**config.mk**
```make
export PLATFORM = sky130hd
export DESIGN_NAME = sort_stream4_flat
export DESIGN_NICKNAME = d
export VERILOG_FILES = /design/src/rtl/sort_stream4_pkg.sv /design/src/rtl/sort_stream4_if.sv /design/src/rtl/sort_stream4_cmp_swap.sv /design/src/rtl/sort_stream4.sv /design/src/flat_wrapper.sv
export SDC_FILE = /design/constraint.sdc
export NUM_CORES = 1
export LEC_CHECK = 0
export BUFFER_PORTS_ARGS = -buffer_cell sky130_fd_sc_hd__buf_4
export CAP_MARGIN = 5
export CORE_ASPECT_RATIO = 0.7
export CORE_MARGIN = 2
export CORE_UTILIZATION = 25
export CTS_BUF_LIST = sky130_fd_sc_hd__clkbuf_16
export CTS_CLUSTER_SIZE = 25
export DETAILED_ROUTE_END_ITERATION = 10
export SYNTH_ARGS = -nofsm -noshare
export SYNTH_HDL_FRONTEND = slang
export SYNTH_HIERARCHICAL = 1
export SYNTH_SLANG_ARGS = --single-unit
```
**constraint.sdc**
```tcl
create_clock -name clk -period 3.2 [get_ports clk]
set_input_delay 0 -clock clk [delete_from_list [all_inputs] [get_ports clk]]
set_output_delay 0 -clock clk [all_outputs]
set_load 0.01 [all_outputs]
```
**src/rtl/sort_stream4_pkg.sv**
```systemverilog
// Shared types and constants for the serial four-element sorter.
// Exports the FSM state enum plus element/stage counts and default width.
package sort_stream4_pkg;

    localparam int W_DEF   = 4;
    localparam int N_ELEM  = 4;
    localparam int N_STAGE = 4;

    typedef enum logic [1:0] {
        LOAD  = 2'd0,
        SORT  = 2'd1,
        DRAIN = 2'd2
    } state_e;

endpackage

```
**src/rtl/sort_stream4_if.sv**
```systemverilog
// Valid/ready stream carrying one W-bit element per transfer.
// master: drives valid/data, samples ready; slave: the reverse.
interface sort_stream4_if
    import sort_stream4_pkg::*;
#(
    parameter int W = W_DEF
) ();

    logic         valid;
    logic         ready;
    logic [W-1:0] data;

    modport master (output valid, output data, input ready);
    modport slave  (input valid, input data, output ready);

endinterface

```
**src/rtl/sort_stream4_cmp_swap.sv**
```systemverilog
// Unsigned compare-exchange: routes the smaller value to lo_out.
// Ports: lo_in/hi_in operands, lo_out/hi_out ordered pair, swapped flag.
module cmp_swap #(
    parameter int W = 4
) (
    input  logic [W-1:0] lo_in,
    input  logic [W-1:0] hi_in,
    output logic [W-1:0] lo_out,
    output logic [W-1:0] hi_out,
    output logic         swapped
);

    // Strict compare so equal values stay put.
    assign swapped = lo_in > hi_in;
    assign lo_out  = swapped ? hi_in : lo_in;
    assign hi_out  = swapped ? lo_in : hi_in;

endmodule

```
**src/rtl/sort_stream4.sv**
```systemverilog
// Serial 4-element sorter: load 4 words, odd-even transposition sort
// (one stage per cycle), drain smallest first.
// Ports: clk, rst_n (sync, active-low), in_s (slave stream),
//        out_m (master stream), busy (high while sorting).
module sort_stream4
    import sort_stream4_pkg::*;
#(
    parameter int W = W_DEF
) (
    input  logic            clk,
    input  logic            rst_n,
    sort_stream4_if.slave   in_s,
    sort_stream4_if.master  out_m,
    output logic            busy
);

    state_e       state_q;
    logic [1:0]   idx_q;
    logic [1:0]   stg_q;
    logic [W-1:0] r_q [N_ELEM];

    logic [W-1:0] a_lo_in, a_hi_in, a_lo, a_hi;
    logic [W-1:0] b_lo, b_hi;
    logic         a_sw, b_sw;

    // Odd stages compare the middle pair, even stages the outer pairs.
    assign a_lo_in = stg_q[0] ? r_q[1] : r_q[0];
    assign a_hi_in = stg_q[0] ? r_q[2] : r_q[1];

    cmp_swap #(.W(W)) u_cs_a (
        .lo_in   (a_lo_in),
        .hi_in   (a_hi_in),
        .lo_out  (a_lo),
        .hi_out  (a_hi),
        .swapped (a_sw)
    );

    cmp_swap #(.W(W)) u_cs_b (
        .lo_in   (r_q[2]),
        .hi_in   (r_q[3]),
        .lo_out  (b_lo),
        .hi_out  (b_hi),
        .swapped (b_sw)
    );

    always_ff @(posedge clk) begin
        if (!rst_n) begin
            state_q <= LOAD;
            idx_q   <= 2'd0;
            stg_q   <= 2'd0;
            for (int i = 0; i < N_ELEM; i++) begin
                r_q[i] <= '0;
            end
        end else begin
            unique case (state_q)
                LOAD: begin
                    if (in_s.valid) begin
                        r_q[idx_q] <= in_s.data;
                        // idx wraps to 0 after the fourth word
                        idx_q      <= idx_q + 2'd1;
                        if (idx_q == 2'd3) begin
                            stg_q   <= 2'd0;
                            state_q <= SORT;
                        end
                    end
                end
                SORT: begin
                    if (stg_q[0]) begin
                        if (a_sw) begin
                            r_q[1] <= a_lo;
                            r_q[2] <= a_hi;
                        end
                    end else begin
                        if (a_sw) begin
                            r_q[0] <= a_lo;
                            r_q[1] <= a_hi;
                        end
                        if (b_sw) begin
                            r_q[2] <= b_lo;
                            r_q[3] <= b_hi;
                        end
                    end
                    stg_q <= stg_q + 2'd1;
                    if (stg_q == 2'(N_STAGE - 1)) begin
                        idx_q   <= 2'd0;
                        state_q <= DRAIN;
                    end
                end
                DRAIN: begin
                    if (out_m.ready) begin
                        idx_q <= idx_q + 2'd1;
                        if (idx_q == 2'd3) begin
                            state_q <= LOAD;
                        end
                    end
                end
                default: state_q <= LOAD;
            endcase
        end
    end

    assign in_s.ready  = (state_q == LOAD);
    assign out_m.valid = (state_q == DRAIN);
    assign out_m.data  = (state_q == DRAIN) ? r_q[idx_q] : '0;
    assign busy        = (state_q == SORT);

endmodule

```
**src/flat_wrapper.sv**
```systemverilog
// flat-port wrapper written by rule: the top's interface ports become plain ports
module sort_stream4_flat import sort_stream4_pkg::*;
#(
    parameter int W = W_DEF
)
  (clk, rst_n, busy, in_s_valid, in_s_data, in_s_ready, out_m_valid, out_m_data, out_m_ready);
  sort_stream4_if #(.W(W)) in_s_i ();
  sort_stream4_if #(.W(W)) out_m_i ();
  input  logic clk;
  input  logic rst_n;
  output logic busy;
  input wire logic [$bits(in_s_i.valid)-1:0] in_s_valid;
  input wire logic [$bits(in_s_i.data)-1:0] in_s_data;
  output wire logic [$bits(in_s_i.ready)-1:0] in_s_ready;
  output wire logic [$bits(out_m_i.valid)-1:0] out_m_valid;
  output wire logic [$bits(out_m_i.data)-1:0] out_m_data;
  input wire logic [$bits(out_m_i.ready)-1:0] out_m_ready;
  assign in_s_i.valid = in_s_valid;
  assign in_s_i.data = in_s_data;
  assign in_s_ready = in_s_i.ready;
  assign out_m_valid = out_m_i.valid;
  assign out_m_data = out_m_i.data;
  assign out_m_i.ready = out_m_ready;
  sort_stream4 #(.W(W)) u_core (.clk(clk), .rst_n(rst_n), .in_s(in_s_i), .out_m(out_m_i), .busy(busy));
endmodule
```
Word level (Yosys, flattened, before mapping)
Memories as Yosys holds them, arrays and structs flattened. A register that Yosys moved wholly into a read port is not among the register bits.
Index checks and enable logic that the tools add are counted.
{ "totals": {"regBits": 6, "ram_bits": 16, "inputBits": 8, "output_inout_bits": 7, "elab_cells": 79, "n_memories": 1} }
{ "memory_table": {"columns": ["name", "depth", "width", "rd", "rd_clocked_by_memory_dff", "wr", "line", "text"], "rows": [
  ["u_core.r_q", 4, 4, 5, 1, 4, "sort_stream4.sv:20", "logic [W-1:0] r_q [N_ELEM];"]
]} }
{ "op_classes": {"add_sub_neg": 2, "order_cmp": 2, "n_eq_ne": 9, "muxes": 49, "bitwise": 6, "n_reduce_logical": 7} }
{ "op_table": {"columns": ["op", "count"], "rows": [
  ["4-bit two-way mux", 14],
  ["2-bit two-way mux", 12],
  ["1-bit two-way mux", 20],
  ["2-bit case mux with 3 select lines", 2],
  ["4-bit > comparator", 2],
  ["2-bit by 1-bit != test with 1-bit output, second input constant", 4],
  ["2-bit == test, second input constant", 3],
  ["1-bit bitwise OR", 6],
  ["5-bit AND reduction", 1],
  ["2-bit by 1-bit adder with 2-bit output, second input constant", 2],
  ["2-bit case mux with 2 select lines", 1],
  ["4-bit AND reduction", 1],
  ["4-bit OR reduction", 1],
  ["3-bit AND reduction", 1],
  ["3-bit nonzero test", 1],
  ["2-bit by 1-bit == test with 1-bit output, second input constant", 1],
  ["2-bit logical NOT", 1],
  ["2-bit != test, second input constant", 1],
  ["2-bit nonzero test", 1]
]} }

Depth between registers and ports, before layout
{ "logic_depth": {"word_depth": 9, "depth_mapped": 12, "mapped_depth_nobuf": 10} }

Cells and area by module
Netlist, hierarchy kept.
{ "modules_own_cells": {"columns": ["module", "instances", "cells_per_inst", "area_each_um2", "seq_area_each_um2"], "rows": [
  ["sort_stream4", 1, 133, 1467.7, 640.6],
  ["cmp_swap", 2, 21, 205.2, 0.0]
]} }

Worst setup path after synthesis
No wires, ideal clock.
{ "synth_path": {"path_kind": "register -> register", "from": "reg u_core.stg_q[0]", "to": "mem u_core.r_q[2][0], enable pin", "setup_ns": 0.382, "t_arrival_ns": 2.656, "t_required_ns": 2.818, "path_slack_ns": 0.162, "path_stages_with_launch": 8, "path_buffers": 1, "period_less_slack_ns": 3.038, "cell_sequence": "dfxtp_1 buf_1 mux2_2 ha_1 and4_2 a21oi_4 a21oi_1 o311ai_0"} }
{ "synth_lines": {"columns": ["item", "line", "text"], "rows": [
  ["start: declaration", "sort_stream4.sv:19", "logic [1:0] stg_q;"],
  ["start signal: assignment", "sort_stream4.sv:83", "stg_q <= stg_q + 2'd1;"],
  ["end: declaration", "sort_stream4.sv:20", null]
]} }

==> results.json <==
{
  "status": "finished clean",
  "async_flop_share_pct": 0,
  "nets": 213,
  "synth_top_family_by_area": "multiplexers",
  "synth-seq-cells": 24,
  "die_h_um": 76.5,
  "worstPathCellList": "mux2_2, ha_1, and4_2, a21oi_4, and4b_1, and2_4, nor2b_4, a221o_1",
  "use_met1_pct": 19.1,
  "synth_compound_area_share_pct": 15.3,
  "met3_usage_pct": 2.40,
  "drtPass1Iterations": 5,
  "post-route-min-period_ns": 3.04,
  "synthCells": 175,
  "cts_root_buffer": "clkbuf_16",
  "critPathArrivalTime_ns": 3.05,
  "postCtsHoldBufs": 0,
  "p_leak_nw": 0.867,
  "mostFrequentLayoutCells": "25 x mux2_2, 18 x buf_4, 16 x edfxtp_1",
  "place_inst": 285,
  "antenna_found_initial": 0,
  "cpPeakStageDelay_ns": 0.55,
  "power_switching_w": 0.000229,
  "crit_slowest_cell": "dfxtp_1",
  "instances_no_fill": 289,
  "rsz0062_at_grt": "false",
  "clock_path_buffers": 2,
  "grt_pass1_wl_um": 7470,
  "r2r_end": "u_core/r_q[1][3]",
  "design_area_mm2": 0.00219,
  "initial_core_util_pct": 25.8,
  "layout_commonest_cell": "mux2_2",
  "pin_count": 15,
  "first_global_vias": 1395,
  "viasPerCell": 5.02,
  "grt_max_degree": 15,
  "synth_edf_count": 16,
  "cts-resized-gates": 0,
  "ir_worst_vdd_mv": 0.218,
  "comb_power_share_pct": 21.1,
  "synth_xor_area_share_pct": 0,
  "cp-start-kind": "flip-flop",
  "power.share.switching_pct": 24.7,
  "share_seq_of_total_power_pct": 40.3,
  "globalRouteMet2Util_pct": 15.5,
  "die_w_um": 108,
  "post-cts-setup-buffers": 0,
  "avgRoutedWirePerCell_um": 16.0,
  "skew_ns": 0.00453,
  "synth_flop_cell": "edfxtp_1",
  "rr_startpoint": "u_core/stg_q[0]",
  "synthTopCellsByArea": "edfxtp_1 26%, mux2_2 15%, ha_1 8.7%",
  "synth.area.mux_share_pct": 20.9,
  "crit_required_ns": 3.21,
  "syn_avg_cell_area_um2": 10.7,
  "maxSlewHeadroom_pct": 41.8,
  "h-tree-depth": 1,
  "cp_max_fo": 13,
  "holdCritPathClass": "in -> reg",
  "cts_buffers": 3,
  "area_growth_pct": 16.8,
  "synth_top_area_share_pct": 25.6,
  "busiest_layer": "met1",
  "cts_sinks": 24,
  "detailedPlacementHpwl_um": 3620,
  "synth_fa_ha_area_share_pct": 8.66,
  "worstRegToRegCells": 8,
  "drt_iter0_drc": 106,
  "crit_type": "reg -> reg",
  "clock_latency_ns": 0.26,
  "netlist_area_mm2": 0.00188,
  "worstSetupStartpoint": "u_core/stg_q[0]",
  "ys_seq_area_share_pct": 34.1,
  "vias": 1451,
  "p_int_w": 0.000698,
  "synth_cell_types": 40,
  "fin_crit_sh_pct": 94.9,
  "synth-simple-area-share_pct": 15.7,
  "wirelength_um": 4620,
  "synth_nets": 196,
  "drive_gt1_share_pct": 32.5,
  "overflow": 0,
  "place_area_mm2": 0.00209,
  "finalSetupTns_ns": 0,
  "slew_violations": 0,
  "pwr-share-clk_pct": 38.7,
  "die_area_mm2": 0.00823,
  "postRouteAntennaNets": 0,
  "p_per_area_mw_per_mm2": 422,
  "hold_viol_final": 0,
  "path_clk_slew_ns": 0.06,
  "endpoint_kind": "flip-flop",
  "reg2reg_slack_ns": 0.16,
  "synth_top_cell_by_area": "edfxtp_1",
  "max_freq_ghz": 0.329,
  "setup_viol": 0,
  "gp_congestion": 0.877,
  "antennaDiodeCount": 0,
  "cts_tree": "yes",
  "drcViolationCount": 0,
  "worst_pin_slew_ns": 0.866,
  "io_buffer_count": 14,
  "rows": 26,
  "track_usage_pct": 11.7,
  "endpoint": "u_core/r_q[1][3]",
  "synth_warnings": 6,
  "cap_violations": 0,
  "core_region_area_mm2": 0.00729
}
cell type report:
cell class	count	area, µm²
Timing Repair Buffer	18	135
Multi-Input combinational cell	131	1140
Clock buffer	3	75.1
Tap cell	98	123
Inverter	14	52.6
Fill cell	764	5090
Sequential cell	24	641
Clock inverter	1	30.0
state kept, by name (all words and copies together) (netlist names), named ones only:
name,count
u_core/stg_q,2
u_core/idx_q,2
u_core/r_q,16
u_core/state_q,2
synth_stat cells, drive strengths merged, types with 4 or more instances:
master and number:
mux2 26, edfxtp 16, nand2 15, inv 14, ha 13, a21oi 10
nor2b 9, a22o 8, dfxtp 8, nor2 8, buf 6, nand3 5
a221o 4, a31oi 4, and3 4, mux4 4
how the worst min path moves through the flow:
stage                        end  depth (start not counted)  slack [ns]          from
6_report       u_core/state_q[1]                          4        0.04   out_m_ready
5_1_grt         u_core/r_q[3][2]                          2        0.07  in_s_data[2]
4_1_cts        u_core/state_q[1]                          4        0.03   out_m_ready
3_5_place_dp   u_core/state_q[1]                          4        0.30   out_m_ready
3_3_place_gp   u_core/state_q[1]                          4        0.30   out_m_ready
2_1_floorplan  u_core/state_q[0]                          2        0.15         rst_n
metal layers:
layer	vias to the layer above	share of wire [%]
li1	691	-
met5	-	0
met4	0	0.74
met3	7	8.5
met2	65	38
met1	688	53
cells by family after synthesis:
kind of cell,after synthesis
AO/OA/AOI/OAI,35
adder cells (fa/ha/maj),13
buffers and inverters,20
flip-flops,24
multiplexers,31
AND/OR/NAND/NOR,52
through the flow:
stage	hold slack [ns]	util, %	setup WS (ns)	power (W)
finish	0.0352	30.1	0.162	0.000926
global placement	0.303	28.7	0.319	0.000573
CTS	0.0303	30.1	0.184	0.000933
global route	0.0670	30.1	0.0294	0.000967
detailed placement	0.305	28.7	0.196	0.000572
floorplan	0.155	-	0.162	0.000516
worst max-delay path, delay by kind of cell (launching register included):
| family | cells | cell delay (ns) |
|---|---|---|
| simple gates | 4 | 0.85 |
| mux | 1 | 0.42 |
| flops | 1 | 0.55 |
| fa+ha+maj | 1 | 0.34 |
| compound gates | 2 | 0.62 |
power by group through the flow:
stage,clock [W],combinational [W],sequential [W]
final,0.000358,0.000195,0.000373
after floorplan,0,0.000148,0.000368
after global placement,0,0.000193,0.000380
after detailed placement,0,0.000192,0.000379
after CTS,0.000366,0.000194,0.000372
after global routing,0.000377,0.000215,0.000375
(Power assumes the default switching activity.)
